**config.mk**
```make
export PLATFORM = sky130hd
export DESIGN_NAME = dct_master
export DESIGN_NICKNAME = d
export VERILOG_FILES = /design/src/rtl/dct_pkg.sv /design/src/rtl/dct_rd_timer.sv /design/src/rtl/dct_master.sv
export SDC_FILE = /design/constraint.sdc
export NUM_CORES = 1
export LEC_CHECK = 0
export CAP_MARGIN = 10
export CORE_AREA = 2 2 72 108
export DETAILED_ROUTE_END_ITERATION = 10
export DIE_AREA = 0 0 74 110
export GPL_ROUTABILITY_DRIVEN = 0
export HOLD_SLACK_MARGIN = 0.03
export PLACE_DENSITY = 0.85
export SETUP_SLACK_MARGIN = 0.05
export SLEW_MARGIN = 10
export SYNTH_ARGS = -nofsm -noshare
export SYNTH_HDL_FRONTEND = slang
export SYNTH_HIERARCHICAL = 1
export SYNTH_SLANG_ARGS = --single-unit
```
**constraint.sdc**
```tcl
create_clock -name clk -period 3.89 [get_ports clk]
set_clock_uncertainty 0.1 [all_clocks]
set_input_delay 0.389 -clock clk [delete_from_list [all_inputs] [get_ports clk]]
set_output_delay 0.389 -clock clk [all_outputs]
set_load 0.1 [all_outputs]
```
**src/rtl/dct_pkg.sv**
```systemverilog
// Shared constants and types for the DCT peripheral Avalon-MM master.
package dct_pkg;

    localparam logic [7:0] ADDR_START = 8'd0;
    localparam logic [7:0] ADDR_DATA  = 8'd1;
    localparam logic [7:0] ADDR_SETQ  = 8'd2;

    localparam int unsigned DEFAULT_NBITS    = 16;
    localparam int unsigned DEFAULT_MAX_SIZE = 256;

    typedef enum logic [2:0] {
        StIdle,
        StSetq,
        StSize,
        StLoad,
        StRead,
        StFin
    } state_e;

endpackage

```
**src/rtl/dct_rd_timer.sv**
```systemverilog
// Read-stall watchdog: counts consecutive enabled cycles, flags the TIMEOUT-th one.
module dct_rd_timer #(
    parameter int unsigned TIMEOUT = 1024
) (
    input  logic clk,
    input  logic reset,
    input  logic clear,
    input  logic enable,
    output logic expired
);

    localparam int unsigned W = $clog2(TIMEOUT + 1);

    logic [W-1:0] cnt_q, cnt_d;

    assign expired = enable && (cnt_q == W'(TIMEOUT - 1));

    always_comb begin
        cnt_d = cnt_q;
        if (clear) begin
            cnt_d = '0;
        end else if (enable && !expired) begin
            cnt_d = cnt_q + 1'b1;
        end
    end

    always_ff @(posedge clk or negedge reset) begin
        if (!reset) begin
            cnt_q <= '0;
        end else begin
            cnt_q <= cnt_d;
        end
    end

endmodule

```
**src/rtl/dct_master.sv**
```systemverilog
// Avalon-MM master that streams one DCT transform through the peripheral.
// Optional read watchdog enabled by defining DCT_MASTER_TIMEOUT_EN.
module dct_master
    import dct_pkg::*;
#(
    parameter int unsigned MAX_SIZE = DEFAULT_MAX_SIZE,
    parameter int unsigned NBITS    = DEFAULT_NBITS,
    parameter int unsigned TIMEOUT  = 1024
) (
    input  logic             clk,
    input  logic             reset,
    input  logic             start,
    input  logic [8:0]       size,
    input  logic [NBITS-1:0] q_m,
    input  logic             in_valid,
    output logic             in_ready,
    input  logic [NBITS-1:0] in_data,
    output logic             out_valid,
    input  logic             out_ready,
    output logic [NBITS-1:0] out_data,
    output logic [7:0]       out_index,
    output logic             busy,
    output logic             done,
    output logic             error,
    output logic [7:0]       avm_address,
    output logic             avm_read,
    output logic             avm_write,
    output logic [NBITS-1:0] avm_writedata,
    input  logic [NBITS-1:0] avm_readdata,
    input  logic             avm_done
);

    state_e           state_q, state_d;
    logic [7:0]       k_q, k_d;
    logic [8:0]       size_q, size_d;
    logic [NBITS-1:0] q_m_q, q_m_d;
    logic [NBITS-1:0] out_data_q, out_data_d;
    logic [7:0]       out_index_q, out_index_d;
    logic             out_valid_q, out_valid_d;
    logic             busy_q, busy_d, done_q, done_d, error_q, error_d;
    logic             fin_err_q, fin_err_d;

    logic size_ok, last_k, drained, rd_accept, timeout_hit;

    assign size_ok   = (size >= 9'd2) && (32'(size) <= MAX_SIZE - 1);
    assign last_k    = ({1'b0, k_q} == size_q - 9'd1);
    assign drained   = !out_valid_q || out_ready;
    assign rd_accept = (state_q == StRead) && avm_done && drained;

`ifdef DCT_MASTER_TIMEOUT_EN
    dct_rd_timer #(
        .TIMEOUT(TIMEOUT)
    ) u_rd_timer (
        .clk    (clk),
        .reset  (reset),
        .clear  ((state_q != StRead) || avm_done),
        .enable ((state_q == StRead) && !avm_done),
        .expired(timeout_hit)
    );
`else
    logic unused_timeout;
    assign unused_timeout = ^TIMEOUT;
    assign timeout_hit    = 1'b0;
`endif

    always_comb begin
        state_d     = state_q;
        k_d         = k_q;
        size_d      = size_q;
        q_m_d       = q_m_q;
        out_data_d  = out_data_q;
        out_index_d = out_index_q;
        out_valid_d = out_valid_q && !out_ready;
        busy_d      = busy_q;
        done_d      = 1'b0;
        error_d     = 1'b0;
        fin_err_d   = fin_err_q;
        unique case (state_q)
            StIdle: begin
                if (start) begin
                    size_d    = size;
                    q_m_d     = q_m;
                    busy_d    = 1'b1;
                    fin_err_d = !size_ok;
                    state_d   = size_ok ? StSetq : StFin;
                end
            end
            StSetq: state_d = StSize;
            StSize: begin
                state_d = StLoad;
                k_d     = '0;
            end
            StLoad: begin
                if (in_valid) begin
                    if (last_k) begin
                        state_d = StRead;
                        k_d     = '0;
                    end else begin
                        k_d = k_q + 8'd1;
                    end
                end
            end
            StRead: begin
                if (rd_accept) begin
                    out_data_d  = avm_readdata;
                    out_index_d = k_q;
                    out_valid_d = 1'b1;
                    if (last_k) begin
                        state_d = StFin;
                        k_d     = '0;
                    end else begin
                        k_d = k_q + 8'd1;
                    end
                end else if (timeout_hit) begin
                    state_d   = StFin;
                    fin_err_d = 1'b1;
                end
            end
            StFin: begin
                // Hold completion until the last result has left the output register.
                if (drained) begin
                    state_d = StIdle;
                    busy_d  = 1'b0;
                    done_d  = 1'b1;
                    error_d = fin_err_q;
                    k_d     = '0;
                end
            end
            default: state_d = StIdle;
        endcase
    end

    always_ff @(posedge clk or negedge reset) begin
        if (!reset) begin
            state_q     <= StIdle;
            k_q         <= '0;
            size_q      <= '0;
            q_m_q       <= '0;
            out_data_q  <= '0;
            out_index_q <= '0;
            out_valid_q <= 1'b0;
            busy_q      <= 1'b0;
            done_q      <= 1'b0;
            error_q     <= 1'b0;
            fin_err_q   <= 1'b0;
        end else begin
            state_q     <= state_d;
            k_q         <= k_d;
            size_q      <= size_d;
            q_m_q       <= q_m_d;
            out_data_q  <= out_data_d;
            out_index_q <= out_index_d;
            out_valid_q <= out_valid_d;
            busy_q      <= busy_d;
            done_q      <= done_d;
            error_q     <= error_d;
            fin_err_q   <= fin_err_d;
        end
    end

    // Sample writes pass straight through so a LOAD beat costs no extra cycle.
    always_comb begin
        avm_write     = 1'b0;
        avm_address   = '0;
        avm_writedata = '0;
        unique case (state_q)
            StSetq: begin
                avm_write     = 1'b1;
                avm_address   = ADDR_SETQ;
                avm_writedata = q_m_q;
            end
            StSize: begin
                avm_write     = 1'b1;
                avm_address   = ADDR_START;
                avm_writedata = NBITS'(size_q);
            end
            StLoad: begin
                avm_write     = in_valid;
                avm_address   = ADDR_DATA;
                avm_writedata = in_data;
            end
            StRead:  avm_address = k_q;
            default: ;
        endcase
    end

    assign avm_read  = (state_q == StRead);
    assign in_ready  = (state_q == StLoad);
    assign out_valid = out_valid_q;
    assign out_data  = out_data_q;
    assign out_index = out_index_q;
    assign busy      = busy_q;
    assign done      = done_q;
    assign error     = error_q;

endmodule

```
==> metrics <==
critical path's slowest cell=dfrtp_1; pwr/cell area=820 nW/um^2; CTS buffer count=9; PortBufs=117; post-synthesis sequential area ratio=46.2%; Synth Area in Compound Gates=8.96%; critical path fanouts, max=16; Syn Nets=386; 1st-iter DRT viols=154; Yosys reg bits=65; Worst path depth=5; TritonRoute pass-1 iters=4; clk_lat worst skew=0.35 ns; Syn Std Cell Area=3520 um^2; post-synthesis mux area share=20.8%; Post-synth ARST share=100%; Hold Slack=0.403 ns; post-DP HPWL=6600 um; ys flop type=dfrtp_1; I/O pins=118; WL per Instance=16.5 um; final setup violating endpoints=0; fillers=519; Bufs and invs on worst path=2; Syn Inst Count=321; core area=7180 um^2; Flop pwr share=27.5%; switching share of power=50.9%; Unique masters post-synth=48; antenna fix cells=0; Hold Fails Final Rpt=0; worst rel slew slack=31.8%; vias in the first global route=2,936; CP delay by family, top=flip-flops; Initial Utilization=49.0%; CTS resizes=0; Layout Cells excl Fill=539; peak supply drop=0.466 mV; endpoint class of the critical path=output port; commonest non-fill, non-tap cell in the layout=clkdlybuf4s50_1; setup_tns=0 ns; pin count of the biggest net entering global routing=37; CTS tree=yes; global-route wire length before repair=14,300 um; Max Transition Viols Final=0; number of clock sinks=65; RSZ-0062 raised after global routing=no; CP most frequent cell=nor2_1; Worst-path clk slew=0.07 ns; largest family of logic cells by synthesized area=multiplexers; crit-path max cell delay=0.77 ns; CP Cell Sequence=inv_1 -> nor2_1 -> a21oi_1 -> nor2_1 -> buf_4; Clock Tree Buf Depth=2; Worst Tran Pin Value=1.02 ns; Worst setup SP type=flip-flop; Routed WL=8900 um; htree depth=3; worst hold path type=reg2reg; fin nets=499; worst r2r path cells=8; number of flops mapped to enable cells by yosys=0; CTS root buf=clkbuf_8; Die Y=110 um; fin crit period=2.88 ns; CP Class=reg2out; layout cell share with drive strength beyond 1=27.3%; Min-Delay Path Depth=2; Final Cycle Share=73.9%; clock power share=17.8%; die area=8140 um^2; commonest cells after routing, fill and taps aside=clkdlybuf4s50_1, dfrtp_1, mux2_2, nor2_1, buf_4; Tot GR Track Use=23.5%; std cell rows=38; Reg2Reg Setup Slack=1.18 ns; switching power total=2.07 mW; initial antenna violation count=0; Die W=74 um; XOR/XNOR Fraction of Synth Area=2.24%; mean post-synth cell area=11.0 um^2; P&R area growth vs syn=40.7%; Pleak=2.26 nW; arrival time at the worst endpoint=2.39 ns; Comb power frac=54.7%; status=completed; Residual DRC=0; Max Cap Viol=0; adder-cell share of the synthesized area=0.711%; DRT antenna net count=0; Achievable Freq=348 MHz; post-synthesis simple-gate area fraction=17.6%; total gr overflow=0; Vias=2,868; critical path required time=3.40 ns; Pint=1.99 mW; drt via density=5.32; Ys Warns=6; placed cell count=522
## repair_timing
| item | in CTS | in global routing |
|---|---|---|
| buffers inserted | 0 | 0 |
| hold buffers | 1 | 0 |
| endpoints found under the hold margin | 29 | 0 |
## stage by stage
step	worst slack (ns)	utilization (%)	power [mW]	cell area [um^2]
after floorplan	0.593	-	2.86	3520
after global placement	1.26	65.3	3.31	4690
after detailed placement	1.20	65.3	3.34	4690
after CTS	1.01	68.9	4.07	4950
after global routing	0.774	68.9	4.24	4950
final	1.01	68.9	4.06	4950
## worst min-delay path, cell delays in order, from the launching register on
cell     delay (ns)
dfrtp_1        0.34
nor2_1         0.05
nor2_1         0.08
## kinds of logic after synthesis
group,after synthesis
XOR/XNOR,9
AO/OA/AOI/OAI,43
buffers and inverters,26
flip-flops,65
multiplexers,67
adder cells (fa/ha/maj),2
AND/OR/NAND/NOR,109
## area by class of cell
class,count,area [um^2],share of cell area [%]
Clock buffer,10,138,2.78
Timing Repair Buffer,124,1150,23.3
Sequential cell,65,1630,32.9
Multi-Input combinational cell,230,1780,35.9
Clock inverter,6,114,2.30
Inverter,4,15.0,0.303
Tap cell,100,125,2.53
## worst paths after layout
path | start | end
min in group asynchronous | reset | size_q[4]$_DFFE_PN0P_
worst max register to register | size_q[0]$_DFFE_PN0P_ | k_q[4]$_DFFE_PN0P_
worst min-delay path | busy$_DFFE_PN0P_ | busy$_DFFE_PN0P_
max in group asynchronous | reset | out_data[12]$_DFFE_PN0P_
worst min register to register | busy$_DFFE_PN0P_ | busy$_DFFE_PN0P_
worst max-delay path | state_q[1]$_DFFE_PN0P_ | avm_writedata[1]
## cell usage after synthesis, types with 3 or more instances
cell      count  area share, %
dfrtp_1      65             46
mux2_2       50             16
nor2_1       39            4.2
mux2i_1      17            4.8
a21oi_1      15            2.1
clkbuf_1     13            1.4
and3_1       12            2.1
nand2_1      11            1.2
nand3_1       9            1.3
o21ai_0       9            1.3
xnor2_1       8            2.0
buf_2         6           0.85
nor3_1        6           0.85
nor3_2        5            1.4
inv_1         4           0.43
nand2b_1      4           0.71
o22ai_1       4           0.71
nor4_1        3           0.53
## registers in the layout, indices dropped and copies added, names as in the netlist
| signal | cells |
|---|---|
| error | 1 |
| k_q | 8 |
| busy | 1 |
| out_valid | 1 |
| fin_err_q | 1 |
| state_q | 3 |
| done | 1 |
| out_index | 8 |
| out_data | 16 |
| q_m_q | 16 |
| size_q | 9 |
## power by group through the flow
stage	clock network, mW	registers [mW]	logic [mW]
final	0.722	1.12	2.22
after global routing	0.760	1.14	2.33
after CTS	0.731	1.11	2.23
after detailed placement	0	1.13	2.22
after global placement	0	1.12	2.19
after floorplan	0	1.31	1.55
## layer usage
metal  routed length, um  part of all wire, %  GRT usage [%]
met2                4730                   53           40.2
met3                 538                  6.0           4.91
met1                3270                   37           26.5
met4                 368                  4.1           13.9
met5                   0                    0              0
Power figures use the tool's default switching activity.
==> edit 1, RTL diff (config.mk and constraints unchanged) <==
Change the package constant `DEFAULT_NBITS` from 16 to 14.
--- a/src/rtl/dct_pkg.sv
+++ b/src/rtl/dct_pkg.sv
@@ -5,7 +5,7 @@
     localparam logic [7:0] ADDR_DATA  = 8'd1;
     localparam logic [7:0] ADDR_SETQ  = 8'd2;
 
-    localparam int unsigned DEFAULT_NBITS    = 16;
+    localparam int unsigned DEFAULT_NBITS    = 14;
     localparam int unsigned DEFAULT_MAX_SIZE = 256;
 
     typedef enum logic [2:0] {
Interface: changed (5 resized); port bits go from 118 to 108. The function was not compared with the original's and may differ.
==> edit 1 against the unedited design <==
Final cell count down 4.6%; count of clock-buffer cells in the layout is 2 higher; critical path depth grew 4; utilization fell by 6.2 points; area after synthesis decreased by 8.4%; synthesized cell count decreased by 4.7%; setup slack worse by 0.21 ns; final area decreased by 9.0%; wire length is 8.1% lower; sequential cell count decreased by 4; critical path type is now flop to flop; critical endpoint is now k_q[0]; highest routed layer unchanged.
Power is left out: the tool's default activity adds up to more than one toggle a clock period on the data nets, which glitch-free logic cannot reach.
==> edit 1: results <==
logic_synthesis:
  syn_nets: 365
  ys_seq_area_share_pct: 47.4
  ys_top_cells_by_area: "dfrtp_1 47%, mux2_2 19%, nor2_1 3.8%"
  yosys-top-cells-count: "61 x dfrtp_1, 53 x mux2_2, 33 x nor2_1"
  yosysWarningCount: 6
  synth_cell_types: 39
  synth_compound_area_share_pct: 10.8
  synth_fa_ha_area_share_pct: 0.777
  synth-xor-area-share_pct: 2.45
  synthMuxAreaShare_pct: 20.1
  synthArstFlopShare_pct: 100
clock_network:
  htree_levels: 3
  postCtsSetupBuffers: 0
  numCtsBuffers: 9
  insertion_delay_ns: 0.34
  clk_pin_slew_ns: 0.07
  postCtsResizedCells: 0
  cts_buffer_depth: 2
  clockRootBuffer: "clkbuf_8"
final_layout:
  antenna_cells: 0
  fillers: 593
  drive_above_1_share_pct: 24.6
  nets: 468
placed_design:
  dp_hpwl_um: 6030
  io_buffers: 107
routing:
  avgRoutedWirePerCell_um: 15.9
  dr.first_iter.drc_count: 243
  drt-pass1-iter-count: 4
  viasPerCell: 5.30
critical_path:
  critPathCapture: "k_q[0]"
  critPathLaunchType: "flop"
  reg2reg_depth: 9
  rrSetupSlack_ns: 0.81
  r2r-start: "size_q[0]"
  crit_fanout: 11
  worst_path_max_delay_cell: "dfrtp_1"
  cp_slowest_stage_delay_ns: 0.45
  critPathArrivalTime_ns: 3.22
global_routing:
  antenna_found_initial: 0
  grt_usage_pct: 21.2
  first_global_vias: 2772
  grt_max_degree: 41
  grt_pass1_wl_um: 13100
hold_path:
  hold_path_class: "input pin to async pin"
sta:
  slew_headroom_pct: 32.4
outcome:
  status: "completed"
-- edit 1: changes by cell type in the layout (fill, tap and decap cells not counted), sizes merged, moves of 5 or more --
cell	before	now
and3	12	6
a22oi	1	9
clkdlybuf4s50	89	81
nor2b	2	8
a21oi	15	10
nand2	11	22
nor2	40	33
mux2i	17	5
-- edit 1: layout make-up --
type	instances	share of cell area, %
well taps	100	2.78
repair buffers	112	23.1
flip-flops and latches	61	33.9
inverters	5	0.417
multi-input cells	220	35.5
clock buffers	12	3.22
clock inverters	4	1.06
-- edit 1: kinds of logic (layout without fill, tap and decap cells) --
group	after synthesis	after routing
mux	58	58
xor+xnor	9	9
fa+ha+maj	2	2
buf+inv	25	133
compound gates	49	49
simple gates	102	102
flops	61	61
-- edit 1: per-layer routing --
metal | share of wire [%] | wire, µm | vias to the layer above | GRT usage [%]
li1 | - | - | 1287 | -
met1 | 38 | 3130 | 1307 | 23.7
met2 | 52 | 4250 | 106 | 36.5
met3 | 6.1 | 496 | 24 | 5.09
met4 | 3.6 | 296 | 0 | 11.6
met5 | 0 | 0 | - | 0
-- edit 1: how the worst min path moves through the flow --
stage,startpoint,end,slack [ns]
floorplan,reset,busy,-0.007
global placement,fin_err_q,error,0.37
detailed placement,fin_err_q,error,0.38
CTS,reset,q_m_q[12],0.09
global route,reset,q_m_q[12],0.13
finish,reset,q_m_q[12],0.06
-- edit 1: worst max-delay path: cells and delay by family, from the launching register on --
family	cells	cell delay, ns
adders and majority gates	1	0.28
and+or+nand+nor	3	0.80
DFF	1	0.45
buffers and inverters	1	0.11
muxes	1	0.33
AOI/OAI and AO/OA	3	0.90
-- edit 1: stage by stage --
step / utilization, % / hold slack [ns] / setup WS [ns] / cell area, µm² / cells
final: 62.7 / 0.0629 / 0.806 / 4500 / 514
after global routing: 62.7 / 0.130 / 0.497 / 4500 / 514
after CTS: 62.7 / 0.0883 / 0.835 / 4500 / 514
after detailed placement: 60.1 / 0.377 / 0.835 / 4310 / 498
after global placement: 60.1 / 0.367 / 1.00 / 4310 / 498
after floorplan: - / -0.00659 / 0.480 / 3230 / 306
==> edit 2, RTL diff (same flow settings) <==
Without the edit above. Reset style: synchronous (`reset`), changed in one clocked block.
--- a/src/rtl/dct_master.sv
+++ b/src/rtl/dct_master.sv
@@ -130,7 +130,7 @@
         endcase
     end
 
-    always_ff @(posedge clk or negedge reset) begin
+    always_ff @(posedge clk) begin
         if (!reset) begin
             state_q     <= StIdle;
             k_q         <= '0;
Behaviour: differs if reset is asserted again (counterexample within 4 cycles, from zero or initial values and one cycle with reset low); with reset held inactive, the same outputs for 10 cycles.
==> edit 2 against the unedited design <==
Final area shrank 8.6%; count of clock-buffer cells in the layout grew 1; via count grew 14%; global-route usage shrank 1.0 points; sequential cell count is the same; critical endpoint is now avm_address[0]; area after synthesis shrank 9.4%; wire length grew 0.49%; hold slack lost 0.051 ns; setup slack gained 0.10 ns.
Power is not compared: it rests on default switching activity, and its combinational part moved more than twofold at a synthesized area within 25%.
==> edit 2: results <==
outcome:
  status: "completed"
routing:
  routed-via-count: 3282
  dr.first_iter.drc_count: 181
  avgRoutedWirePerCell_um: 14.3
global_routing:
  gr-usage-met1_pct: 23.3
  grt_max_degree: 64
  antenna_found_initial: 0
  grt_use_met3_pct: 7.18
  met2_usage_pct: 39.3
  grt_usage_pct: 22.5
placed_design:
  dp_hpwl_um: 6590
  post_dp_cell_area_um2: 4290
logic_synthesis:
  yosysWarningCount: 6
  yosys-top-cells-count: "110 x nand2_1, 67 x a21oi_1, 65 x dfxtp_1"
  synth_top_area_share_pct: 40.8
  syn_nets: 484
  ys_seq_area_share_pct: 40.8
  synth_cell_types: 44
  ys_top_cells_by_area: "dfxtp_1 41%, nand2_1 13%, a21oi_1 11%"
final_layout:
  nets: 584
  drive_above_1_share_pct: 10.3
critical_path:
  critPathArrivalTime_ns: 2.29
  cp_slowest_stage_delay_ns: 0.82
  worst_path_max_delay_cell: "dfxtp_1"
  crit_fanout: 24
sta:
  worst_pin_slew_ns: 1.03
==> edit 2: metrics by stage <==
stage | instances | setup WS, ns | utilization, %
after detailed placement | 608 | 1.22 | 59.8
after global routing | 624 | 0.905 | 63.0
after floorplan | 419 | 0.536 | -
final | 624 | 1.11 | 63.0
after CTS | 624 | 1.15 | 63.0
after global placement | 608 | 1.44 | 59.8
==> edit 2: path summary, 6_finish.rpt <==
kind,from,to,slack [ns],cells after the start
setup / recovery,state_q[2],avm_address[0],1.11,5
hold / removal,out_index[0],out_index[0],0.35,2
setup reg to reg,state_q[2],out_data[2],1.18,5
hold reg to reg,out_index[0],out_index[0],0.35,2
==> edit 2: final cells by class <==
class | instances | area, µm²
clock buffers | 11 | 151
fillers | 633 | 2660
multi-input cells | 318 | 1730
well taps | 100 | 125
flip-flops and latches | 65 | 1300
clock inverters | 5 | 77.6
repair buffers | 119 | 1120
inverters | 6 | 22.5
==> edit 2: routing by layer <==
layer / routed length [µm] / part of all wire [%]
met1: 3360 / 38
met2: 4420 / 49
met3: 809 / 9.0
met4: 353 / 3.9
met5: 0 / 0
==> edit 2: where the power goes <==
group	internal [µW]	total [µW]	leakage (µW)	switching, µW
Sequential	704	755	0.000528	50.4
Clock	393	649	0.000115	256
Combinational	195	599	0.00104	404
Total	1290	2000	0.00169	710
==> edit 2: logic make-up (layout without fill, tap and decap cells) <==
kind of cell / count (synthesis) / in the layout / share of synthesized area (%)
xor+xnor: 18 / 18 / 4.95
flops: 65 / 65 / 40.8
buf+inv: 36 / 141 / 5.06
mux: 17 / 17 / 5.34
fa+ha+maj: 2 / 2 / 0.785
simple gates: 186 / 186 / 25.9
compound gates: 95 / 95 / 17.2
==> edit 2: tightest hold or removal path: stages, from the launching register on <==
cell     delay, ns
dfxtp_1       0.31
nand2_1       0.05
a21oi_1       0.05
